**src/rtl/conv_output_writer.sv**
```systemverilog
// Output stage of the convolution pipeline: bias, rounding shift, ReLU and int8 saturation per lane,
// then a drop-on-overflow FIFO feeding a ready/valid stream tagged with row and frame markers.

module conv_ow_lane #(
  parameter int ACC_W = 32,
  parameter int OUT_W = 8
) (
  input  logic             clk,
  input  logic             clr,
  input  logic             ld1,
  input  logic             ld2,
  input  logic [ACC_W-1:0] acc,
  input  logic [ACC_W-1:0] bias,
  input  logic [ACC_W+1:0] rnd,
  input  logic [4:0]       shift,
  input  logic             relu,
  output logic [OUT_W-1:0] q
);
  localparam int SW = ACC_W + 2;
  localparam logic signed [SW-1:0] MAXV = SW'((1 << (OUT_W - 1)) - 1);
  localparam logic signed [SW-1:0] MINV = ~MAXV;

  logic signed [SW-1:0] sum_d, sum_q, v;
  logic [OUT_W-1:0]     q_d;

  assign sum_d = $signed({{2{acc[ACC_W-1]}}, acc}) + $signed({{2{bias[ACC_W-1]}}, bias})
               + $signed(rnd);

  always_comb begin
    v = sum_q >>> shift;
    if (relu && v[SW-1]) v = '0;
    if (v > MAXV)      q_d = MAXV[OUT_W-1:0];
    else if (v < MINV) q_d = MINV[OUT_W-1:0];
    else               q_d = v[OUT_W-1:0];
  end

  always_ff @(posedge clk) begin
    if (clr) begin
      sum_q <= '0;
      q     <= '0;
    end else begin
      if (ld1) sum_q <= sum_d;
      if (ld2) q     <= q_d;
    end
  end
endmodule

module conv_output_writer #(
  parameter int PP_PAR     = 8,
  parameter int ACC_W      = 32,
  parameter int OUT_W      = 8,
  parameter int FIFO_DEPTH = 16
) (
  input  logic                    clk,
  input  logic                    rst,
  input  logic                    start,
  input  logic [15:0]             img_width_strips,
  input  logic [15:0]             img_height,
  input  logic [4:0]              shift_amt,
  input  logic                    relu_en,
  input  logic [PP_PAR*ACC_W-1:0] bias,
  input  logic                    acc_valid,
  input  logic [PP_PAR*ACC_W-1:0] acc_data,
  input  logic [15:0]             col_idx,
  input  logic [15:0]             row_idx,
  output logic                    out_valid,
  input  logic                    out_ready,
  output logic [PP_PAR*OUT_W-1:0] out_data,
  output logic                    out_last_row,
  output logic                    out_last_frame,
  output logic                    frame_done,
  output logic                    overflow,
  output logic [15:0]             drop_count
);
  localparam int AW = $clog2(FIFO_DEPTH);
  localparam int EW = PP_PAR*OUT_W + 2;
  localparam logic [ACC_W+1:0] ONE = 1;

  logic                         clr;
  logic [2:1]                   vld_pipe;
  logic [4:0]                   s1_shift;
  logic                         s1_relu, s1_lr, s1_lf, s2_lr, s2_lf;
  logic [PP_PAR-1:0][OUT_W-1:0] s2_q;
  logic [ACC_W+1:0]             rnd;
  logic                         last_row, last_frame;

  assign clr        = rst | start;
  assign rnd        = (shift_amt == 5'd0) ? '0 : ONE << (shift_amt - 5'd1);
  assign last_row   = (col_idx == img_width_strips - 16'd1);
  assign last_frame = last_row && (row_idx == img_height - 16'd1);

  for (genvar i = 0; i < PP_PAR; i++) begin : g_lane
    conv_ow_lane #(.ACC_W(ACC_W), .OUT_W(OUT_W)) u_lane (
      .clk   (clk),
      .clr   (clr),
      .ld1   (acc_valid),
      .ld2   (vld_pipe[1]),
      .acc   (acc_data[i*ACC_W +: ACC_W]),
      .bias  (bias[i*ACC_W +: ACC_W]),
      .rnd   (rnd),
      .shift (s1_shift),
      .relu  (s1_relu),
      .q     (s2_q[i])
    );
  end

  // FIFO; vis_ptr lags wr_ptr by a cycle so a freshly written entry is never presented the same cycle.
  logic [EW-1:0] mem [FIFO_DEPTH];
  logic [AW:0]   wr_ptr, rd_ptr, vis_ptr;
  logic [EW-1:0] head;
  logic          full, push, pop;

  assign full      = (wr_ptr[AW] != rd_ptr[AW]) && (wr_ptr[AW-1:0] == rd_ptr[AW-1:0]);
  assign out_valid = (rd_ptr != vis_ptr);
  assign pop       = out_valid && out_ready;
  assign push      = vld_pipe[2] && (!full || pop);
  assign head      = mem[rd_ptr[AW-1:0]];

  assign out_data       = out_valid ? head[EW-1:2] : '0;
  assign out_last_row   = out_valid && head[1];
  assign out_last_frame = out_valid && head[0];

  always_ff @(posedge clk) begin
    if (push) mem[wr_ptr[AW-1:0]] <= {s2_q, s2_lr, s2_lf};
  end

  always_ff @(posedge clk) begin
    if (clr) begin
      vld_pipe   <= '0;
      s1_shift   <= '0;
      s1_relu    <= 1'b0;
      s1_lr      <= 1'b0;
      s1_lf      <= 1'b0;
      s2_lr      <= 1'b0;
      s2_lf      <= 1'b0;
      wr_ptr     <= '0;
      rd_ptr     <= '0;
      vis_ptr    <= '0;
      frame_done <= 1'b0;
      overflow   <= 1'b0;
      drop_count <= '0;
    end else begin
      vld_pipe <= {vld_pipe[1], acc_valid};
      if (acc_valid) begin
        s1_shift <= shift_amt;
        s1_relu  <= relu_en;
        s1_lr    <= last_row;
        s1_lf    <= last_frame;
      end
      if (vld_pipe[1]) begin
        s2_lr <= s1_lr;
        s2_lf <= s1_lf;
      end
      wr_ptr     <= wr_ptr + {{AW{1'b0}}, push};
      rd_ptr     <= rd_ptr + {{AW{1'b0}}, pop};
      vis_ptr    <= wr_ptr;
      frame_done <= pop && out_last_frame;
      if (vld_pipe[2] && full && !pop) begin
        overflow <= 1'b1;
        if (drop_count != 16'hFFFF) drop_count <= drop_count + 16'd1;
      end
    end
  end
endmodule
```
**config.mk**
```make
export PLATFORM = sky130hd
export DESIGN_NAME = conv_output_writer
export DESIGN_NICKNAME = d
export VERILOG_FILES = /design/src/rtl/conv_output_writer.sv
export SDC_FILE = /design/constraint.sdc
export NUM_CORES = 2
export LEC_CHECK = 0
export ABC_CLOCK_PERIOD_IN_PS = 9060
export CAP_MARGIN = 20
export CELL_PAD_IN_SITES_DETAIL_PLACEMENT = 1
export CELL_PAD_IN_SITES_GLOBAL_PLACEMENT = 1
export CORE_MARGIN = 3
export CORE_UTILIZATION = 40
export DETAILED_ROUTE_END_ITERATION = 10
export PLACE_DENSITY_LB_ADDON = 0.1
export SYNTH_ARGS = -nofsm -noshare
export SYNTH_HDL_FRONTEND = slang
export SYNTH_SLANG_ARGS = --single-unit
```
**constraint.sdc**
```tcl
create_clock -name clk -period 9.06 [get_ports clk]
set_input_delay 2.265 -clock clk [delete_from_list [all_inputs] [get_ports clk]]
set_output_delay 2.265 -clock clk [all_outputs]
set_load 0.03 [all_outputs]
```
# [Word-level counts from Yosys, hierarchy flattened]
# Memories as Yosys holds them, arrays and structs flattened. A register that Yosys moved wholly into a read port is not among the register bits.
# Cells that the tools add are included.
[op_classes] shifts=9 n_lt_le_gt_ge=16 n_eq_ne=6 n_addsub=22 bitwise_logic=1 n_reduce_logical=22 muxes=29
[ops] operator="34-bit 2-to-1 mux" count=9
[ops] operator="34-bit adder" count=8
[ops] operator="34-bit by 8-bit greater-than comparator with 1-bit output (second input constant)" count=8
[ops] operator="34-bit by 8-bit < comparator with 1-bit output (second input constant)" count=8
[ops] operator="34-bit by 5-bit >>> shifter with 34-bit output" count=8
[ops] operator="32-bit by 32-bit adder with 33-bit output" count=8
[ops] operator="8-bit 2-to-1 mux" count=16
[ops] operator="64-bit 2-to-1 mux" count=1
[ops] operator="1-bit by 5-bit << shifter with 34-bit output (first input constant)" count=1
[ops] operator="16-bit == test" count=2
[ops] operator="16-bit by 1-bit subtractor with 16-bit output (second input constant)" count=2
[ops] operator="1-bit logical AND" count=17
[ops] operator="16-bit by 1-bit adder with 16-bit output (second input constant)" count=1
[ops] operator="16-bit inequality test (second input constant)" count=1
[ops] operator="5-bit by 1-bit adder with 5-bit output" count=2
[ops] operator="5-bit zero test" count=1
[ops] operator="5-bit inequality test" count=1
[ops] operator="5-bit by 1-bit subtractor with 5-bit output (second input constant)" count=1
[ops] operator="4-bit == test" count=1
[ops] operator="4-bit 2-to-1 mux" count=1
[ops] operator="1-bit zero test" count=2
[ops] operator="1-bit 2-to-1 mux" count=2
[ops] operator="2-bit AND reduction" count=1
[ops] operator="1-bit logical OR" count=1
[ops] operator="2 further kinds" count=2
[word_totals] inputBits=587 register_bits=381 word_cells=135 mem_bits_rw=1056 n_memories=1 output_inout_bits=85
[mem_list] memory="mem" depth=16 word_bits=66 read_ports=1 rd_clocked_by_memory_dff=1 write_ports=1 line="108" text="logic [EW-1:0] mem [FIFO_DEPTH];"

# [Depth between registers and ports, before layout]
[depth] depth_word=7 depth_mapped=26 depth_no_buf=26

# [Hierarchy]
# A second synthesis with hierarchy kept.
[unflattened] hier_cells=7339 area_unflattened_um2=92926.6
[modules_own_cells] module="conv_output_writer" cells_each=1969 n_inst=1 area_per_inst_um2=43277.8 seq_area_each_um2=32611.3
[modules_own_cells] module="conv_ow_lane (g_lane[0].u_lane ...)" cells_each=653 n_inst=4 area_per_inst_um2=6063.3 seq_area_each_um2=840.8
[modules_own_cells] module="conv_ow_lane (g_lane[4].u_lane ...)" cells_each=684 n_inst=3 area_per_inst_um2=6401.1 seq_area_each_um2=840.8
[modules_own_cells] module="conv_ow_lane (g_lane[7].u_lane)" cells_each=706 n_inst=1 area_per_inst_um2=6192.2 seq_area_each_um2=840.8

# [Worst setup path before layout]
# OpenSTA, ideal clock, no wires.
[synth_timing] path_kind="input to register" from="input port out_ready" to="memory mem[0][0] (netlist bit), enable pin" t_arrival_ns=7.592 n_path_buf=0 slack_ns=0.897 cell_stages=4 t_required_ns=8.489 setup_ns=0.571 cell_sequence="a2111oi_0 > nor2b_1 > or3b_2 > nor3_1"
[synth_between] elab_chain_cells=5
[synth_lines] element="start: declaration" line="67" text="input logic out_ready,"
[synth_lines] element="1-bit logical AND" line="115" text="assign pop = out_valid && out_ready;"
[synth_lines] element="1-bit logical OR" line="116" text="assign push = vld_pipe[2] && (!full || pop);"
[synth_lines] element="1-bit logical AND" line="116"
[synth_lines] element="1-bit 2-to-1 mux" line="124" text="if (push) mem[wr_ptr[AW-1:0]] <= {s2_q, s2_lr, s2_lf};"
[synth_lines] element="1-bit 2-to-1 mux (implied by the code)" line="124"
[synth_lines] element="end: declaration" line="108"
# Every way passes these cells.

# [Worst setup path in the final report]
[layout_timing] from="input port acc_data[160]" to="register g_lane[5].u_lane.sum_q[33]"
[layout_between] elab_chain_cells=2
[layout_lines] element="start: declaration" line="63" text="input logic [PP_PAR*ACC_W-1:0] acc_data,"
[layout_lines] element="32-bit by 32-bit adder with 33-bit output" line="26" text="assign sum_d = $signed({{2{acc[ACC_W-1]}}, acc}) + $signed({{2{bias[ACC_W-1]}}, bias})"
[layout_lines] element="34-bit adder" line="27" text="+ $signed(rnd);"
[layout_lines] element="end signal: assignment" line="42" text="if (ld1) sum_q <= sum_d;"
[layout_lines] element="end: declaration" line="23" text="logic signed [SW-1:0] sum_d, sum_q, v;"
# Every way passes these cells.
# A chain may end at the register's enable or synchronous reset.

==> impl_metrics.env <==
export IMPL_path_cells="clkdlybuf4s50_1 > ha_1 > inv_1 > fa_1 > nand2b_1 > a21oi_1 > o21ai_0 > o21ai_0 > buf_4 > and3_1 > nand2b_1 > a21o_1 > a21oi_1 > xnor2_1 > ha_1 > a21o_1 > a21oi_1 > o211ai_1 > a32o_1 > o21a_1 > o41ai_1 > o311ai_0 > a2111oi_0 > a21o_1"
export IMPL_cts_tree="yes"
export IMPL_synth_cell_type_count=98
export IMPL_layout_drive_gt1_share=0.118
export IMPL_path_class="in2reg"
export IMPL_route_vias_total=75200
export IMPL_fin_crit_ns=7.79
export IMPL_synth_cells=8599
export IMPL_arrival_ns=8.56
export IMPL_routabilityCongestion=0.971
export IMPL_worstHoldPathType="reg2reg"
export IMPL_p_clk_frac=0.362
export IMPL_first_pass_iters=6
export IMPL_finalHoldViolations=0
export IMPL_slowest_stage="clkdlybuf4s50_1"
export IMPL_wl_per_cell_um=29.7
export IMPL_fin_nets=10300
export IMPL_p_comb_frac=0.226
export IMPL_power_frac_seq=0.412
export IMPL_cts_sinks=1437
export IMPL_dp_hpwl_um=275000
export IMPL_place_area_um2=105000
export IMPL_grt_pass1_wl_um=537000
export IMPL_syn_area_um2=94600
export IMPL_final_area_um2=110000
export IMPL_leakage_nw=40.9
export IMPL_cts_buffers=152
export IMPL_antenna_found_initial=21
export IMPL_vdd_ir_drop_worst_mv=0.145
export IMPL_cts_setup_buffers=0
export IMPL_crit_fanout=6
export IMPL_yosysTopAreaCellShare=0.335
export IMPL_seq_area_frac_synth=0.416
export IMPL_overflow=0
export IMPL_ios=672
export IMPL_utilization=0.470
export IMPL_required_ns=9.83
export IMPL_p_int_mw=12.3
export IMPL_power_density_nw_per_um2=161
export IMPL_status="finished, final reports clean"
export IMPL_synth_edf_count=1056
export IMPL_path_buf_inv=3
export IMPL_fill_cells=25100
export IMPL_fmax_ghz=0.128
export IMPL_sw_frac_of_total=0.301
export IMPL_ys_async_sr_fraction=0
export IMPL_htreeDepth=4
export IMPL_cts_path_max_buffers=3
export IMPL_fin_crit_sh=0.860
export IMPL_area_growth_pct=16.2
export IMPL_worstMarginPinSlew_ns=1.17
export IMPL_root_buffer="clkbuf_16"
export IMPL_postCtsHoldBufs=0
export IMPL_synth_seq_cells=1437
export IMPL_grt_use_total=0.296
export IMPL_fin_skew_ns=0.0436
export IMPL_num_rows=177
export IMPL_r2r_slack_ns=3.69
export IMPL_finalSetupTns_ns=0
export IMPL_ant_nets=0
export IMPL_critPathTopFamily="compound AO/OA/AOI/OAI gates"
export IMPL_vias_per_cell=6.07
export IMPL_grt_max_degree=160
export IMPL_crit_path_end_kind="flop"
export IMPL_yosysWarnings=0
export IMPL_whs_path_depth=2
export IMPL_worst_path_stages=24
export IMPL_postSynthAreaPerCell_um2=11.0
export IMPL_max_stage_delay_ns=0.63
export IMPL_p_sw_mw=5.31
export IMPL_rsz0062_at_grt="no"
export IMPL_synth_area_leader_cell="edfxtp_1"
export IMPL_slew_headroom=0.218
export IMPL_core_um2=234000
export IMPL_start_util=0.404
export IMPL_grt_pass1_vias=77100
export IMPL_drt_total_wl_um=369000
export IMPL_finalSetupViolCount=0
export IMPL_insertion_delay_ns=0.83
export IMPL_cp_start_kind="primary input"
export IMPL_layout_cells_most_common="edfxtp_1"
export IMPL_final_cell_mix="edfxtp_1, nand2_1, nor2_1"
export IMPL_finalMaxSlewViolations=0
export IMPL_synth_area_top_cells="edfxtp_1, mux4_2, dfxtp_1"
export IMPL_die_w_um=492
export IMPL_cts_resized=0
export IMPL_die_area_um2=242000
export IMPL_drc_errors=0
export IMPL_die_y_um=492
export IMPL_drt_iter0_markers=6220
export IMPL_ff2ff_path_depth=11
export IMPL_synth_top_flop_cell="edfxtp_1"
export IMPL_portBuffers=671
export IMPL_clk_pin_slew_ns=0.06
export IMPL_cap_violations=0
==> layer usage <==
layer | up-vias | GRT usage | part of all wire
li1 | 33900 | - | -
met1 | 38500 | 0.399 | 0.43
met2 | 2331 | 0.495 | 0.48
met3 | 448 | 0.0381 | 0.052
met4 | 8 | 0.0975 | 0.034
met5 | - | 0 | 0.00016
==> cell type report <==
cell class	count	area [µm²]	share of cell area
multi-input combinational	6575	52700	0.480
timing repair buffer	820	8110	0.0738
clock inverter	71	912	0.00830
sequential	1437	39400	0.358
clock buffer	210	4240	0.0386
antenna	7	17.5	0.000159
tap	3132	3920	0.0357
inverter	151	577	0.00525
==> stage by stage <==
step	instances	setup WS, ns	hold WS, ns	total power [mW]
floorplan	8606	0.897	0.426	9.76
global placement	12100	0.458	0.453	11.3
detailed placement	12100	0.566	0.488	11.3
CTS	12400	1.43	0.504	17.7
global route	12400	1.02	0.519	18.4
finish	12400	1.27	0.491	17.6
==> worst min-delay path, delay by kind of cell (launching register included) <==
family	cells	cell delay (ns)
AND/OR/NAND/NOR	2	0.12
flip-flops	1	0.34
==> cells by family after synthesis <==
logic type | Yosys count | share of synthesized area
AND/OR/NAND/NOR | 2322 | 0.112
AO/OA/AOI/OAI | 2201 | 0.148
flip-flops | 1437 | 0.416
multiplexers | 998 | 0.176
buffers and inverters | 594 | 0.0287
adder cells (fa/ha/maj) | 535 | 0.0720
XOR/XNOR | 511 | 0.0473
other | 1 | 0.0000396
==> sequential cells by signal, indices dropped and copies added, names as in the netlist <==
name,cells
overflow,1
rd_ptr,5
s1_lr,1
s1_shift,5
vis_ptr,5
g_lane.u_lane.q,64
s2_lr,1
vld_pipe,2
frame_done,1
drop_count,16
s2_lf,1
wr_ptr,5
g_lane.u_lane.sum_q,272
s1_relu,1
mem,1056
s1_lf,1
==> synth_stat cells (17+ instances only) <==
library cell / count
buf_1: 64
nand3_1: 133
a221oi_1: 18
mux2_2: 83
buf_4: 45
o21a_1: 81
inv_1: 147
mux2i_1: 391
and4_1: 17
o22ai_1: 22
nor2_1: 765
a2111oi_0: 17
edfxtp_1: 1056
clkbuf_1: 224
ha_1: 519
mux4_2: 523
a21oi_1: 677
nand4_1: 53
nor4_1: 35
a31oi_1: 65
nor2b_1: 77
a211oi_1: 135
buf_6: 22
nor3_1: 105
o21bai_1: 61
xnor2_1: 350
o211ai_1: 63
a21o_1: 269
buf_2: 84
or2_2: 23
and3_1: 72
a41oi_1: 17
a21boi_0: 20
o21ai_0: 498
nand2b_1: 77
o31ai_1: 27
or3_1: 26
and2_1: 121
dfxtp_1: 381
xor2_1: 161
nand2_1: 747
==> power groups by stage <==
| stage | clock network [mW] | logic (mW) | registers (mW) |
|---|---|---|---|
| finish | 6.39 | 3.98 | 7.28 |
| global route | 6.81 | 4.28 | 7.29 |
| CTS | 6.54 | 3.94 | 7.27 |
| detailed placement | 0 | 3.91 | 7.41 |
| global placement | 0 | 3.86 | 7.40 |
| floorplan | 0 | 2.46 | 7.30 |
==> worst paths after layout <==
| kind | start | to |
|---|---|---|
| max reg2reg | s1_shift[1] | g_lane[5].u_lane.q[6] |
| min reg2reg | overflow | overflow |
| min | overflow | overflow |
| max | acc_data[160] | g_lane[5].u_lane.sum_q[33] |
No activity file was read; power rests on OpenSTA's default activity.
